===== config.mk =====
export PLATFORM = sky130hd
export DESIGN_NAME = neurosync_entrada
export DESIGN_NICKNAME = d
export VERILOG_FILES = /design/src/rtl/neurosync_entrada.sv
export SDC_FILE = /design/constraint.sdc
export NUM_CORES = 1
export LEC_CHECK = 0
export CORE_AREA = 2 2 45 89
export DETAILED_ROUTE_END_ITERATION = 10
export DIE_AREA = 0 0 47 91
export HOLD_SLACK_MARGIN = 0.15
export PLACE_DENSITY = 0.79
export SYNTH_ARGS = -nofsm -noshare
export SYNTH_HDL_FRONTEND = slang
export SYNTH_SLANG_ARGS = --single-unit

===== constraint.sdc =====
create_clock -name clock -period 1.9 [get_ports clock]
set_clock_uncertainty 0.2 [all_clocks]
set_input_delay 0.38 -clock clock [delete_from_list [all_inputs] [get_ports clock]]
set_output_delay 0.38 -clock clock [all_outputs]
set_load 0.02 [all_outputs]

===== src/rtl/neurosync_entrada.sv =====
// neurosync_entrada: input-conditioning stage for the neurosync game core.
//
// Six raw keys (four player buttons, jogar, confirma) each pass through a
// 2-flop synchroniser and a counter debouncer. The debounced buttons drive a
// small FSM that emits one clean event per press. The debounced jogar and
// confirma keys produce single-cycle rising-edge pulses.
//
// Ports:
//   clock           system clock, rising edge
//   reset           asynchronous active-low reset
//   botoes[3:0]     raw player buttons, active-high, asynchronous
//   jogar_raw       raw start key
//   confirma_raw    raw confirm key
//   habilita        core is accepting a jogada
//   jogada[3:0]     one-hot code of the last accepted button (registered)
//   jogada_valida   1-cycle strobe, legal single-button press accepted
//   jogada_invalida 1-cycle strobe, several buttons became stable together
//   jogar_pulso     1-cycle strobe on debounced rising edge of jogar_raw
//   confirma_pulso  1-cycle strobe on debounced rising edge of confirma_raw
//   db_estado[1:0]  FSM state (00 OCIOSO, 01 AGUARDA_SOLTAR, 10 DESCARTA)

module neurosync_entrada #(
    parameter int DEBOUNCE = 4,
    parameter int CW       = 3
) (
    input  logic       clock,
    input  logic       reset,
    input  logic [3:0] botoes,
    input  logic       jogar_raw,
    input  logic       confirma_raw,
    input  logic       habilita,
    output logic [3:0] jogada,
    output logic       jogada_valida,
    output logic       jogada_invalida,
    output logic       jogar_pulso,
    output logic       confirma_pulso,
    output logic [1:0] db_estado
);

    typedef enum logic [1:0] {
        OCIOSO         = 2'b00,
        AGUARDA_SOLTAR = 2'b01,
        DESCARTA       = 2'b10
    } estado_t;

    // Channel order: [3:0] buttons, [4] jogar, [5] confirma.
    logic [5:0]    raw;
    logic [5:0]    s1_q, s2_q;
    logic [5:0]    st_q, st_d;
    logic [5:0]    st_prev_q;
    logic [CW-1:0] cnt_q [0:5];
    logic [CW-1:0] cnt_d [0:5];

    logic          jogar_pulso_q, confirma_pulso_q;

    estado_t       estado_q, estado_d;
    logic [3:0]    jogada_q, jogada_d;
    logic          valida_q, valida_d;
    logic          invalida_q, invalida_d;
    logic [3:0]    sb;
    logic          sb_onehot;

    assign raw = {confirma_raw, jogar_raw, botoes};

    // Debounce: a differing synchronised level must persist for DEBOUNCE
    // consecutive edges before the stable bit follows it.
    always_comb begin
        for (int i = 0; i < 6; i++) begin
            st_d[i]  = st_q[i];
            cnt_d[i] = '0;
            if (s2_q[i] != st_q[i]) begin
                if (cnt_q[i] == CW'(DEBOUNCE - 1)) begin
                    st_d[i] = s2_q[i];
                end else begin
                    cnt_d[i] = cnt_q[i] + 1'b1;
                end
            end
        end
    end

    always_ff @(posedge clock or negedge reset) begin
        if (!reset) begin
            s1_q             <= '0;
            s2_q             <= '0;
            st_q             <= '0;
            st_prev_q        <= '0;
            jogar_pulso_q    <= 1'b0;
            confirma_pulso_q <= 1'b0;
            for (int i = 0; i < 6; i++) begin
                cnt_q[i] <= '0;
            end
        end else begin
            s1_q             <= raw;
            s2_q             <= s1_q;
            st_q             <= st_d;
            st_prev_q        <= st_q;
            jogar_pulso_q    <= st_q[4] & ~st_prev_q[4];
            confirma_pulso_q <= st_q[5] & ~st_prev_q[5];
            for (int i = 0; i < 6; i++) begin
                cnt_q[i] <= cnt_d[i];
            end
        end
    end

    assign sb        = st_q[3:0];
    assign sb_onehot = (sb != 4'b0000) && ((sb & (sb - 4'd1)) == 4'b0000);

    // Only the OCIOSO state can fire a strobe, and every strobe leaves it,
    // so strobes can never land on consecutive cycles.
    always_comb begin
        estado_d   = estado_q;
        jogada_d   = jogada_q;
        valida_d   = 1'b0;
        invalida_d = 1'b0;
        case (estado_q)
            OCIOSO: begin
                if (sb != 4'b0000) begin
                    if (!habilita) begin
                        estado_d = DESCARTA;
                    end else if (sb_onehot) begin
                        jogada_d = sb;
                        valida_d = 1'b1;
                        estado_d = AGUARDA_SOLTAR;
                    end else begin
                        invalida_d = 1'b1;
                        estado_d   = AGUARDA_SOLTAR;
                    end
                end
            end
            AGUARDA_SOLTAR, DESCARTA: begin
                if (sb == 4'b0000) begin
                    estado_d = OCIOSO;
                end
            end
            default: estado_d = OCIOSO;
        endcase
    end

    always_ff @(posedge clock or negedge reset) begin
        if (!reset) begin
            estado_q   <= OCIOSO;
            jogada_q   <= 4'b0000;
            valida_q   <= 1'b0;
            invalida_q <= 1'b0;
        end else begin
            estado_q   <= estado_d;
            jogada_q   <= jogada_d;
            valida_q   <= valida_d;
            invalida_q <= invalida_d;
        end
    end

    assign jogada          = jogada_q;
    assign jogada_valida   = valida_q;
    assign jogada_invalida = invalida_q;
    assign jogar_pulso     = jogar_pulso_q;
    assign confirma_pulso  = confirma_pulso_q;
    assign db_estado       = estado_q;

endmodule

# Word-level counts from Yosys, hierarchy flattened
# Cells that the tools add are included.
# Widths: inputs -> output; s select.
totals:
  regBits: 52
  inputBits: 9
  output_inout_bits: 10
  elab_cells: 87
op_classes:
  addsub: 7
  n_eq_ne: 16
  muxes: 24
  bitwise_logic: 5
  n_reduce_logical: 14
op_table:
  columns: ["operator", "count"]
  rows:
  - ["$mux 3", 12]
  - ["$add 3x1->3 const B", 6]
  - ["$eq 3x2->1 const B", 6]
  - ["$reduce_and 2->1", 7]
  - ["$logic_not 4->1", 2]
  - ["$mux 1", 8]
  - ["$mux 2", 3]
  - ["$ne 1x1->1", 6]
  - ["$and 4x4->4", 1]
  - ["$ne 2x2->1 const B", 2]
  - ["$pmux 2 s2", 1]
  - ["$reduce_and 4->1", 1]
  - ["$reduce_bool 4->1", 1]
  - ["$sub 4x1->4 const B", 1]
  - ["$and 1x1->1", 2]
  - ["$eq 2x1->1 const B", 1]
  - ["$eq 2x2->1 const B", 1]
  - ["$logic_not 2->1", 1]
  - ["$not 1->1", 2]
  - ["$reduce_or 2->1", 1]
  - ["$logic_and 1x1->1", 1]

# Depth between registers and ports, before layout
logic_depth:
  depth_word: 8
  depth_mapped: 5
  depth_no_buf: 5

# Least setup slack after synthesis
# No wires, ideal clock.
synth_path:
  kind: "reg2reg"
  from: "register estado_q[0] (netlist: db_estado[0])"
  to: "register jogada_q[1] (netlist: jogada[1])"
  setup_time_ps: 121
  t_arrival_ps: 1541
  required_time_ps: 1579
  setup_slack_ps: 38
  path_stages_with_launch: 6
  n_path_buf: 0
  period_less_slack_ps: 1862
  cell_sequence: "dfrtp_1 > inv_1 > ha_1 > nand2_1 > or4b_1 > a22o_1"
synth_via:
  elab_chain_cells: 2
synth_rtl:
  columns: ["element", "line_no", "source"]
  rows:
  - ["from (decl)", "56", "estado_t estado_q, estado_d;"]
  - ["from (signal assigned)", "146", "estado_q <= estado_d;"]
  - ["$logic_not 2->1", "115", "case (estado_q)"]
  - ["$reduce_and 4->1 (no line)", null, null]
  - ["to (signal assigned)", "147", "jogada_q <= jogada_d;"]
  - ["to (decl)", "57", "logic [3:0] jogada_q, jogada_d;"]
# No other way between the ends.
# A chain may end at the register's enable or synchronous reset.

# Worst setup path in the final report
layout_path:
  from: "register jogada_q[3] (netlist: jogada[3])"
  to: "output port jogada[3]"
layout_lines:
  columns: ["element", "line_no", "source"]
  rows:
  - ["to (decl)", "32", "output logic [3:0] jogada,"]
# No word-level cell between the ends.

==> summary.txt <==
Status
  – Status: complete, no violations

CTS
  – H-tree depth: 2
  – CTS buffer count: 5
  – Clock buffer depth: 2
  – Clk root buf: clkbuf_8
  – Clock-pin slew of the registers on the worst-case setup and hold paths: 0.08 ns
  – CTS tree: done
  – Clk sink count: 48
  – Clock Latency Late Sink: 0.29 ns

Worst setup path
  – Worst EP required: 1.32 ns
  – Setup Crit Path Kind: reg -> out
  – Crit-path slowest cell: clkdlybuf4s50_1
  – Worst r2r path cells: 5
  – Worst Path Arrival: 1.27 ns
  – Crit Path Max Fanout: 2
  – CP Capture Type: output port
  – Buf+Inv Stages, Crit Path: 1
  – Crit. path cell count: 1
  – Worst-path cell chain: clkdlybuf4s50_1
  – Nature of the critical path startpoint: flip-flop
  – Worst path top cell family by delay: buffers and inverters
  – Largest stage delay on the critical path: between 0.6 and 0.7 ns

Drt
  – DRT Pass-1 Iters: 4
  – Final Routed Wirelength: around 3.1 mm
  – Post-Route M1 WL: around 1.2 mm
  – Drt drc: 0
  – Per-cell routed wire length: 13.93 µm
  – Final antenna-violating net count: 0
  – Via count: ~1200
  – WL met3: between 100 and 150 µm
  – Max layer used: met4
  – Via/cell ratio: between 5 and 6
  – WL met2: about 1.7 mm
  – DRT iter0 DRCs: 29

Timing
  – FMAX: around 0.54 GHz
  – RSZ-0062 raised after global routing: false
  – Post-layout min period: 1.847 ns
  – Pins Over Slew Limit: 0
  – Hold Vio Cnt, Final: 0
  – Slew headroom: 61.05%
  – Final period utilization: a little over nine tenths
  – Final setup fails: 0
  – Worst-Margin Slew: slightly below 0.6 ns

Min path
  – Hold Path Depth: 0
  – Class of the worst hold path: reg -> reg

Die
  – Area of the die: roughly 0.0043 mm²
  – Initial Utilization: 53.23%
  – Io pins: 19
  – Core area: about 0.0036 mm²
  – Die Wd: around 47 µm
  – Row count: 31
  – Die Height: slightly above 90 µm

Logic synthesis
  – Syn_area_per_cell: approximately 13 µm²
  – Number of flops mapped to enable cells by yosys: 0
  – Cells after Synth: roughly 140
  – Largest cells by area after synthesis: dfrtp_1 63%, ha_1 4.6%, nor3b_1 4.0%, mux2_2 3.6%, nor2b_1 3.0%
  – Synth warn: 0
  – Synthesized flop and latch total: 48
  – Synth cell types: 31
  – Syn nets: 159
  – Sequential fraction of the synthesis area: about 63%
  – Area of the mapped netlist: 0.001899 mm²
  – Post-synth top area cell: dfrtp_1
  – Synth top area share: 63.24%
  – Post-synth top flop: dfrtp_1
  – Share of flip-flops with an asynchronous set or reset: 100.0%

Final layout
  – Seq. cell area: between 0.001 and 0.0015 mm²
  – Area occupied by multi-input gates: around 670 µm²
  – Area grow syn2layout: 21.28%
  – Final Non-Filler Cells: approximately 230
  – Share of layout cells above drive strength 1: about 15%
  – Final Cell Area: around 0.0023 mm²
  – Nets: ~190
  – Number of diodes: 0
  – Filler cells: 291

Pwr
  – Final Total Pwr: around 0.0035 W
  – VDD IR max: slightly above 0.9 mV
  – Power per cell area: between 1500 and 2000 mW/mm²
  – P_leak: between 1 and 1.5 nW

Place
  – DP HPWL: between 2 and 2.5 mm
  – Final RePlAce weighted congestion: 0.7651
  – IO Port Bufs: 18
  – Placed instance area: around 0.0022 mm²
  – Placed cell count: around 220

Global routing
  – Grt total ovfl: 0
  – Vias in the first global route: ~1200
  – First-pass GRT wire length: 5.416 mm
  – Antenna violations before repair: 0
  – Total track usage: ~18%
  – Largest net degree at the start of global routing: 49

Flow run
  – Max-cap viol count: 0
[kinds of logic (layout without fill, tap and decap cells)]
group           after synthesis  count (layout)  synth area share (%)
flops                        48              48                 63.24
fa+ha+maj                     8               8                 5.138
mux                           8               8                 4.611
buf+inv                       8              41                 1.646
compound gates               14              14                 5.534
xor+xnor                      7               7                 3.228
simple gates                 50              50                 16.60
[cell type report]
cell class	count	share of cell area, %
clock buffers	8	3.911
multi-input cells	87	29.06
repair buffers	30	11.73
inverters	3	0.4889
flip-flops and latches	48	52.15
well taps	49	2.662
[placed cells by master, fill, tap and decap left out, types with 2 or more instances in the layout]
master            n
xnor2_1           6
ha_1              6
nor3_1            6
and3b_1           4
dlymetal6s2s_1    2
or3_1             2
dlygate4sd2_1     2
clkbuf_8          6
nand2_1           5
o22ai_1           2
inv_1             3
nor3b_1          10
o21ai_0           4
mux2_2            6
mux2i_1           2
nor2_1            5
dfrtp_1          48
clkdlybuf4s50_1  13
buf_4            11
nand4_1           3
nor2b_1           9
a32o_1            3
nand2b_1          2
clkbuf_1          2
[registers in the layout, summed over array words and instances, names as in the netlist]
register	flops
jogada_invalida	1
jogada_valida	1
jogada	4
st_q	6
s2_q	6
jogar_pulso	1
db_estado	2
s1_q	6
confirma_pulso	1
cnt_q	18
st_prev_q	2
[Yosys cell counts, drive strengths merged, types with 2 or more instances]
cell    number
a32o         3
and3b        4
clkbuf       4
dfrtp       48
ha           7
inv          3
mux2         6
mux2i        2
nand2        5
nand2b       2
nand4        3
nor2         5
nor2b        9
nor3         6
nor3b       10
o21ai        4
o22ai        2
or3          2
xnor2        6
[report_power, final]
| group | internal, W | switching [W] |
|---|---|---|
| clock | 0.000297 | 0.000307 |
| combinational | 0.000690 | 0.000653 |
| sequential | 0.00131 | 0.000228 |
[stage by stage]
stage	hold slack (ns)	setup TNS, ns	setup WS (ns)	util [%]
5_1_grt	0.1556	0	0.01767	64.55
3_3_place_gp	0.1328	-0.06491	-0.06491	61.40
3_5_place_dp	0.1355	-0.1312	-0.1196	61.40
2_1_floorplan	-0.1156	0	0.03786	-
4_1_cts	0.1541	0	0.01907	64.20
6_report	0.1489	0	0.05345	64.55
[repair_timing]
action,4_1_cts,5_1_grt
endpoints found under the hold margin,48,0
gates resized for setup,3,2
hold buffers,1,0
setup endpoints to repair,3,3
buffers inserted,0,1
[routing by layer]
metal  up-vias  track usage [%]
met3         9            3.777
li1        567                -
met1       573            20.57
met4         0            9.954
met2        35            28.08
met5         -                0
[final timing paths]
path,startpoint,end,slack (ns)
setup reg to reg,db_estado[1],jogada[1],0.06
hold / removal,s1_q[0],s2_q[0],0.15
max in group asynchronous,reset,cnt_q[14],0.59
hold reg to reg,s1_q[0],s2_q[0],0.15
setup / recovery,jogada[3],jogada[3],0.05
min in group asynchronous,reset,cnt_q[10],0.50
Note: power is estimated with default switching activity, not from simulation.
